$ cat src/rtl/unidade_acumuladora.sv
// Sequencing/accumulator stage around an external 16-bit ripple adder; optional saturation via `ULA_SATURACAO_EN`.
// Latency: out_valid rises SETTLE_CYCLES edges after the accepting edge, for every op.
// Backpressure: result held stable in DONE until out_ready; no new op accepted until then.
module unidade_acumuladora #(
    parameter int unsigned SETTLE_CYCLES = 1,
    parameter logic [15:0] ACC_RESET     = 16'h0000
) (
    input  logic        clk,
    input  logic        rst_n,
    input  logic        in_valid,
    output logic        in_ready,
    input  logic [1:0]  in_op,
    input  logic [15:0] in_a,
    input  logic [15:0] in_b,
    output logic [15:0] add_a,
    output logic [15:0] add_b,
    output logic        add_cin,
    input  logic [15:0] add_s,
    input  logic        add_cout,
    input  logic        add_c15,
    output logic        out_valid,
    input  logic        out_ready,
    output logic [15:0] out_res,
    output logic [3:0]  out_flags,
    output logic [15:0] acc_q
);

    generate
        if (SETTLE_CYCLES < 1 || SETTLE_CYCLES > 15) begin : g_bad_settle
            $error("unidade_acumuladora: SETTLE_CYCLES must be in 1..15");
        end
    endgenerate

    typedef enum logic [1:0] {
        ST_IDLE = 2'd0,
        ST_CALC = 2'd1,
        ST_DONE = 2'd2
    } state_t;

    localparam logic [1:0] OP_ADD = 2'b00;
    localparam logic [1:0] OP_SUB = 2'b01;
    localparam logic [1:0] OP_ACC = 2'b10;
    localparam logic [1:0] OP_CLR = 2'b11;

    localparam logic [3:0] SETTLE_INIT = SETTLE_CYCLES[3:0];

    state_t      state_q, state_d;
    logic [3:0]  cnt_q, cnt_d;
    logic [1:0]  op_q, op_d;
    logic [15:0] a_q, a_d;
    logic [15:0] b_q, b_d;
    logic [15:0] res_q, res_d;
    logic [3:0]  flags_q, flags_d;
    logic [15:0] acc_d;

    logic        capture;
    logic        ovf;
    logic [15:0] res_calc;
    logic [3:0]  flags_calc;

    // Handshake outputs derive from state only; in_ready is forced low while reset is held.
    assign in_ready  = (state_q == ST_IDLE) && rst_n;
    assign out_valid = (state_q == ST_DONE);
    assign out_res   = res_q;
    assign out_flags = flags_q;
    assign capture   = (state_q == ST_CALC) && (cnt_q == 4'd1);

    // Adder operands come from the latched op registers, and only while calculating.
    always_comb begin
        add_a   = 16'h0000;
        add_b   = 16'h0000;
        add_cin = 1'b0;
        if (state_q == ST_CALC) begin
            case (op_q)
                OP_ADD: begin
                    add_a = a_q;
                    add_b = b_q;
                end
                OP_SUB: begin
                    add_a   = a_q;
                    add_b   = ~b_q;
                    add_cin = 1'b1;
                end
                OP_ACC: begin
                    add_a = acc_q;
                    add_b = a_q;
                end
                default: begin
                    add_a   = 16'h0000;
                    add_b   = 16'h0000;
                    add_cin = 1'b0;
                end
            endcase
        end
    end

    // Result and {Z,N,C,V} from the adder; V is carry-out xor carry-into-MSB.
    always_comb begin
        ovf = add_cout ^ add_c15;
`ifdef ULA_SATURACAO_EN
        if (ovf) begin
            // Overflow flips the sign bit, so the true result lies past the opposite rail.
            res_calc = add_s[15] ? 16'h7FFF : 16'h8000;
        end else begin
            res_calc = add_s;
        end
`else
        res_calc = add_s;
`endif
        flags_calc = {(res_calc == 16'h0000), res_calc[15], add_cout, ovf};
        if (op_q == OP_CLR) begin
            res_calc   = 16'h0000;
            flags_calc = 4'b1000;
        end
    end

    // Next-state, counter, operand latching, result capture and accumulator update.
    always_comb begin
        state_d = state_q;
        cnt_d   = cnt_q;
        op_d    = op_q;
        a_d     = a_q;
        b_d     = b_q;
        res_d   = res_q;
        flags_d = flags_q;
        acc_d   = acc_q;
        case (state_q)
            ST_IDLE: begin
                if (in_valid && in_ready) begin
                    op_d    = in_op;
                    a_d     = in_a;
                    b_d     = in_b;
                    cnt_d   = SETTLE_INIT;
                    state_d = ST_CALC;
                end
            end
            ST_CALC: begin
                if (capture) begin
                    cnt_d   = 4'd0;
                    res_d   = res_calc;
                    flags_d = flags_calc;
                    state_d = ST_DONE;
                    if (op_q == OP_ACC) begin
                        acc_d = res_calc;
                    end else if (op_q == OP_CLR) begin
                        acc_d = 16'h0000;
                    end
                end else begin
                    cnt_d = cnt_q - 4'd1;
                end
            end
            ST_DONE: begin
                if (out_ready) begin
                    state_d = ST_IDLE;
                end
            end
            default: begin
                state_d = ST_IDLE;
            end
        endcase
    end

    // State and datapath registers; reset abandons any op in flight.
    always_ff @(posedge clk or negedge rst_n) begin
        if (!rst_n) begin
            state_q <= ST_IDLE;
            cnt_q   <= 4'd0;
            op_q    <= 2'b00;
            a_q     <= 16'h0000;
            b_q     <= 16'h0000;
            res_q   <= 16'h0000;
            flags_q <= 4'b0000;
            acc_q   <= ACC_RESET;
        end else begin
            state_q <= state_d;
            cnt_q   <= cnt_d;
            op_q    <= op_d;
            a_q     <= a_d;
            b_q     <= b_d;
            res_q   <= res_d;
            flags_q <= flags_d;
            acc_q   <= acc_d;
        end
    end

endmodule

$ cat config.mk
export PLATFORM = sky130hd
export DESIGN_NAME = unidade_acumuladora
export DESIGN_NICKNAME = d
export VERILOG_FILES = /design/src/rtl/unidade_acumuladora.sv
export SDC_FILE = /design/constraint.sdc
export NUM_CORES = 1
export LEC_CHECK = 0
export ABC_AREA = 1
export BUFFER_PORTS_ARGS = -buffer_cell sky130_fd_sc_hd__buf_4
export CORE_MARGIN = 1
export CORE_UTILIZATION = 35
export CTS_BUF_LIST = sky130_fd_sc_hd__clkbuf_8
export DETAILED_ROUTE_END_ITERATION = 10
export MAX_ROUTING_LAYER = met4
export RECOVER_POWER = 50
export SETUP_SLACK_MARGIN = 0.15
export SYNTH_ARGS = -nofsm -noshare
export SYNTH_HDL_FRONTEND = slang
export SYNTH_SLANG_ARGS = --single-unit
$ cat constraint.sdc
create_clock -name clk -period 1.45 [get_ports clk]
set_clock_uncertainty 0.1 [all_clocks]
set_input_delay 0.29 -clock clk [delete_from_list [all_inputs] [get_ports clk]]
set_output_delay 0.29 -clock clk [all_outputs]
set_load 0.1 [all_outputs]
# [Word-level counts from Yosys, hierarchy flattened]
# Index checks and enable logic that the tools add are counted.
[word_totals] ff_bits=76 latch_bits=0 mem_bits_rw=0 romBits=0 out_inout_bits=71 elab_cells=51 n_memories=0
[classes] addsub=1 mul=0 div=0 order_cmp=0 n_eq_ne=9 n_shift=0 n_mux=17 n_bitwise=2 n_reduce_logical=14
[op_table] operator="16-bit 2-to-1 mux" n=5
[op_table] operator="16-bit one-hot mux with 3 select lines" n=1
[op_table] operator="16-bit one-hot mux with 2 select lines" n=1
[op_table] operator="16-bit zero test" n=1
[op_table] operator="16-bit inverter" n=1
[op_table] operator="4-bit 2-to-1 mux" n=3
[op_table] operator="4-bit one-hot mux with 2 select lines" n=1
[op_table] operator="2-bit equality test, second input constant" n=3
[op_table] operator="2-bit 2-to-1 mux" n=3
[op_table] operator="2-bit one-hot mux with 3 select lines" n=1
[op_table] operator="2-bit AND reduction" n=3
[op_table] operator="3-bit AND reduction" n=2
[op_table] operator="2-bit by 1-bit equality test with 1-bit output, second input constant" n=2
[op_table] operator="4-bit by 1-bit equality test with 1-bit output, second input constant" n=1
[op_table] operator="2-bit zero test" n=2
[op_table] operator="2-bit by 1-bit inequality test with 1-bit output, second input constant" n=2
[op_table] operator="2-bit nonzero test" n=2
[op_table] operator="4-bit by 1-bit subtractor with 4-bit output, second input constant" n=1
[op_table] operator="1-bit logical AND" n=3
[op_table] operator="1-bit 2-to-1 mux" n=2
[op_table] operator="2-bit inequality test, second input constant" n=1
[op_table] operator="2-bit OR reduction" n=1
[op_table] operator="1-bit XOR" n=1

# [Depth between registers and ports, before layout]
[depth] ltp_word=5 mapped_depth=8 mapped_depth_nobuf=7

# [Worst setup path before layout]
# Ideal clock, no wire load.
[synth_path] path_kind="reg-to-output" from="register state_q[0]" to="output in_ready" arrival_time_ps=2653 required_time_ps=1060 setup_slack_ps=-1593 path_stages_with_launch=2 cell_sequence="dfrtp_1 > nor3b_1"
[synth_via] elab_chain_len=2
[synth_rtl] element="start: declaration" line_no="47" rtl="state_t state_q, state_d;"
[synth_rtl] element="start signal: assignment" line_no="175" rtl="state_q <= state_d;"
[synth_rtl] element="2-bit zero test" line_no="62" rtl="assign in_ready = (state_q == ST_IDLE) && rst_n;"
[synth_rtl] element="1-bit logical AND" line_no="62"
[synth_rtl] element="end: declaration" line_no="11" rtl="output logic in_ready,"
# Every way passes these cells.

# [Final worst setup path]
[layout_path] from="register op_q[0]" to="output add_b[11]"
[layout_via] elab_chain_len=3 elab_cells_between_ends=5
[layout_rtl] element="start: declaration" line_no="49" rtl="logic [1:0] op_q, op_d;"
[layout_rtl] element="start signal: assignment" line_no="177" rtl="op_q <= op_d;"
[layout_rtl] element="2-bit equality test, or another cell as far along" line_no="74" rtl="case (op_q)"
[layout_rtl] element="16-bit one-hot mux with 3 select lines *" line_no="74"
[layout_rtl] element="16-bit 2-to-1 mux *" line_no="73" rtl="if (state_q == ST_CALC) begin"
[layout_rtl] element="end: declaration" line_no="16" rtl="output logic [15:0] add_b,"
# Every way passes the cells marked *; elsewhere a longest branch is shown, timed or not.

==> out/metrics.json <==
{
  "timing.final.crit_share": 1.48,
  "ant_diodes": 0,
  "critPathMaxFanout": 8,
  "fraction_of_the_mapped_netlist_area_in_simple_logic_gates": 0.267,
  "drtIter0Drc": 179,
  "detailed_place_hpwl_um": 7680,
  "wire_per_inst_um": 17.4,
  "placeableCoreArea_um2": 10300,
  "critPathCaptureType": "output pin",
  "cts_tree": "built",
  "cts_inserted_buffers": 9,
  "postSynthCellCount": 492,
  "yosys_reg_bits": 75,
  "dominantRegCellSynth": "sky130_fd_sc_hd__dfrtp_1",
  "synthesis.yosys.warnings": 0,
  "cts.path.max_buffers": 2,
  "fin_cells": 842,
  "setup.worst_path.start_class": "flip-flop",
  "crit_required_ns": 1.06,
  "post_synth_mux_area_share": 0,
  "number_of_global_route_vias_before_repair": 4310,
  "cts_root_buf": "sky130_fd_sc_hd__clkbuf_8",
  "htree_levels": 3,
  "top_cell_by_count_worst_path": "sky130_fd_sc_hd__buf_12",
  "synthesis.nets": 550,
  "area_growth_pct": 116,
  "first_pass_grt_wire_length_um": 21300,
  "crit_path_top_delay_cell": "sky130_fd_sc_hd__dfrtp_2",
  "path_class": "flip-flop to output pin",
  "std_cell_rows": 37,
  "timing.critical_path.cells": "buf_6, nor2_4, buf_12, nand2_4, nand2_2, o21ai_2, bufinv_8, buf_12",
  "syn-cell-area_um2": 3700,
  "tightest_slew_ns": 0.566,
  "dr.pass1.iters": 6,
  "critical-path-top-delay-family": "buffers and inverters",
  "synth.largest_area_cell": "sky130_fd_sc_hd__dfrtp_1",
  "yosys.area_share.xor_xnor": 0.00473,
  "antenna_violations_before_repair": 0,
  "clkSinkCount": 75,
  "io-pin-count": 127,
  "port_buffers": 126,
  "clkTransAtPathRegs_ns": 0.08,
  "setup_violations": 112,
  "grt_util_all_layers": 0.259,
  "failing_checks": "negative setup slack",
  "fmaxAchievable_mhz": 467,
  "crit_buf_inv": 4,
  "synth.area.top_cells": "sky130_fd_sc_hd__dfrtp_1 51%, sky130_fd_sc_hd__nand2_1 19%, sky130_fd_sc_hd__o21ai_0 6.9%",
  "synth_sequential_area_ratio": 0.507,
  "synth_enable_flop_cells": 0,
  "grt-ovfl-total": 0,
  "die_h_um": 105,
  "die_w_um": 105,
  "finalWorstSetupSlack_ns": -0.691,
  "run_status": "finished, violations left",
  "yosys.cell_count.top_type": "sky130_fd_sc_hd__nand2_1",
  "synth_adder_area_share": 0.00676,
  "drive_above_1_share": 0.627,
  "syn_avg_cell_area_um2": 7.53,
  "timing.max_slew.rel_slack": 0.623,
  "dpl.cell_count": 763,
  "synth_compound_area_frac": 0.121,
  "worst_hold_path_type": "primary input to flip-flop",
  "initial_core_util": 0.360,
  "synth_cell_type_count": 26,
  "max_cap_violations": 0,
  "setup_repair_after_global_routing_missed_its_margin": "true",
  "nFillCells": 639,
  "die_area_um2": 11000,
  "timing.final.max_slew_violations": 0,
  "drt_drc_violations_left": 0,
  "dpl_worst_slack_ns": -0.409,
  "cpPeakStageDelay_ns": 0.45,
  "asyncSetResetFlopFracSynth": 1.00,
  "dominant_combinational_cell_family_by_area_after_synthesis": "simple AND/OR/NAND/NOR gates",
  "finish.net_count": 759,
  "dr_total_vias": 4183,
  "detail_route.wirelength_um": 14600,
  "drt.antenna.violating_nets": 0,
  "endpoint_arrival_time_on_the_critical_path_ns": 1.75,
  "final_hold_viol_count": 0,
  "maximum_number_of_pins_on_one_net_before_global_route_repair": 42,
  "routed_via_density": 4.97,
  "synth_common_cells": "190 x sky130_fd_sc_hd__nand2_1, 75 x sky130_fd_sc_hd__dfrtp_1, 57 x sky130_fd_sc_hd__inv_1, 51 x sky130_fd_sc_hd__o21ai_0, 34 x sky130_fd_sc_hd__nor2_1",
  "final_weighted_congestion_in_routability_driven_placement": 0.805,
  "post-synth-top-area-fraction": 0.507,
  "clk_latency_ns": 0.36,
  "period_needed_ns": 2.14
}
state kept, by name (all words and copies together), names as in the netlist:
signal / cells
out_res: 15
b_q: 16
state_q: 2
op_q: 2
cnt_q: 4
a_q: 16
out_flags: 4
acc_q: 16
logic make-up after synthesis:
| logic type | count (synthesis) |
|---|---|
| AO/OA/AOI/OAI | 88 |
| XOR/XNOR | 2 |
| adder cells (fa/ha/maj) | 2 |
| buffers and inverters | 83 |
| flip-flops | 75 |
| AND/OR/NAND/NOR | 242 |
final cells by class:
class	count	area [um2]	share of cell area
timing repair buffer	214	3020	0.378
tap	136	170	0.0213
inverter	62	272	0.0340
clock inverter	7	85.1	0.0107
sequential	75	1910	0.239
multi-input combinational	335	2370	0.296
timing repair inverter	4	45.0	0.00564
clock buffer	9	124	0.0155
per-layer routing:
metal  track usage  vias to the layer above  wire length [um]
li1              -                     1950                 -
met1         0.312                     2075              5830
met2         0.434                      134              7850
met3        0.0424                       24               603
met4        0.0996                        0               337
met5             -                        -                 0
tightest hold or removal path: stages:
cell and delay (ns):
sky130_fd_sc_hd__buf_4 0.09, sky130_fd_sc_hd__nand2_2 0.06, sky130_fd_sc_hd__nand2_1 0.06
cell usage in the layout, fill, tap and decap left out, drive strengths merged, types with 3 or more instances in the layout:
master,synthesis,final
buf,14,208
bufinv,0,3
clkbuf,7,13
nand3,3,3
o21ai,65,65
dfrtp,75,75
nor2,38,38
inv,61,67
a21oi,20,20
nand2,199,200
through the flow:
stage,instance area (um2),utilization,setup TNS [ns],hold slack [ns]
finish,7980,0.777,-42.70,0.0583
CTS,7510,0.731,-36.21,0.0520
global placement,5300,0.516,-13.36,0.294
detailed placement,5300,0.516,-14.34,0.302
global route,7980,0.777,-51.43,0.0553
floorplan,4060,-,-12.11,-0.106
final timing paths:
check	slack, ns	depth (start not counted)	start	end
hold / removal	0.06	3	add_s[12]	out_res[12]
max in group asynchronous	0	3	rst_n	out_flags[2]
min in group asynchronous	0.78	3	rst_n	a_q[10]
setup / recovery	-0.69	8	op_q[0]	add_b[11]
setup reg to reg	-0.42	11	state_q[1]	out_flags[3]
hold reg to reg	0.43	2	b_q[15]	b_q[15]
repair_timing:
| action | CTS | global route |
|---|---|---|
| hold buffers | 2 | 0 |
| hold endpoints to repair | 76 | 0 |
| setup endpoints to repair | 145 | 160 |
| setup buffers | 33 | 10 |
| pin swaps | 17 | 31 |
| cloned | 17 | 1 |
| resized for setup | 387 | 102 |
Power is left out: the tool's default activity adds up to more than one toggle a clock period on the data nets, which glitch-free logic cannot reach.
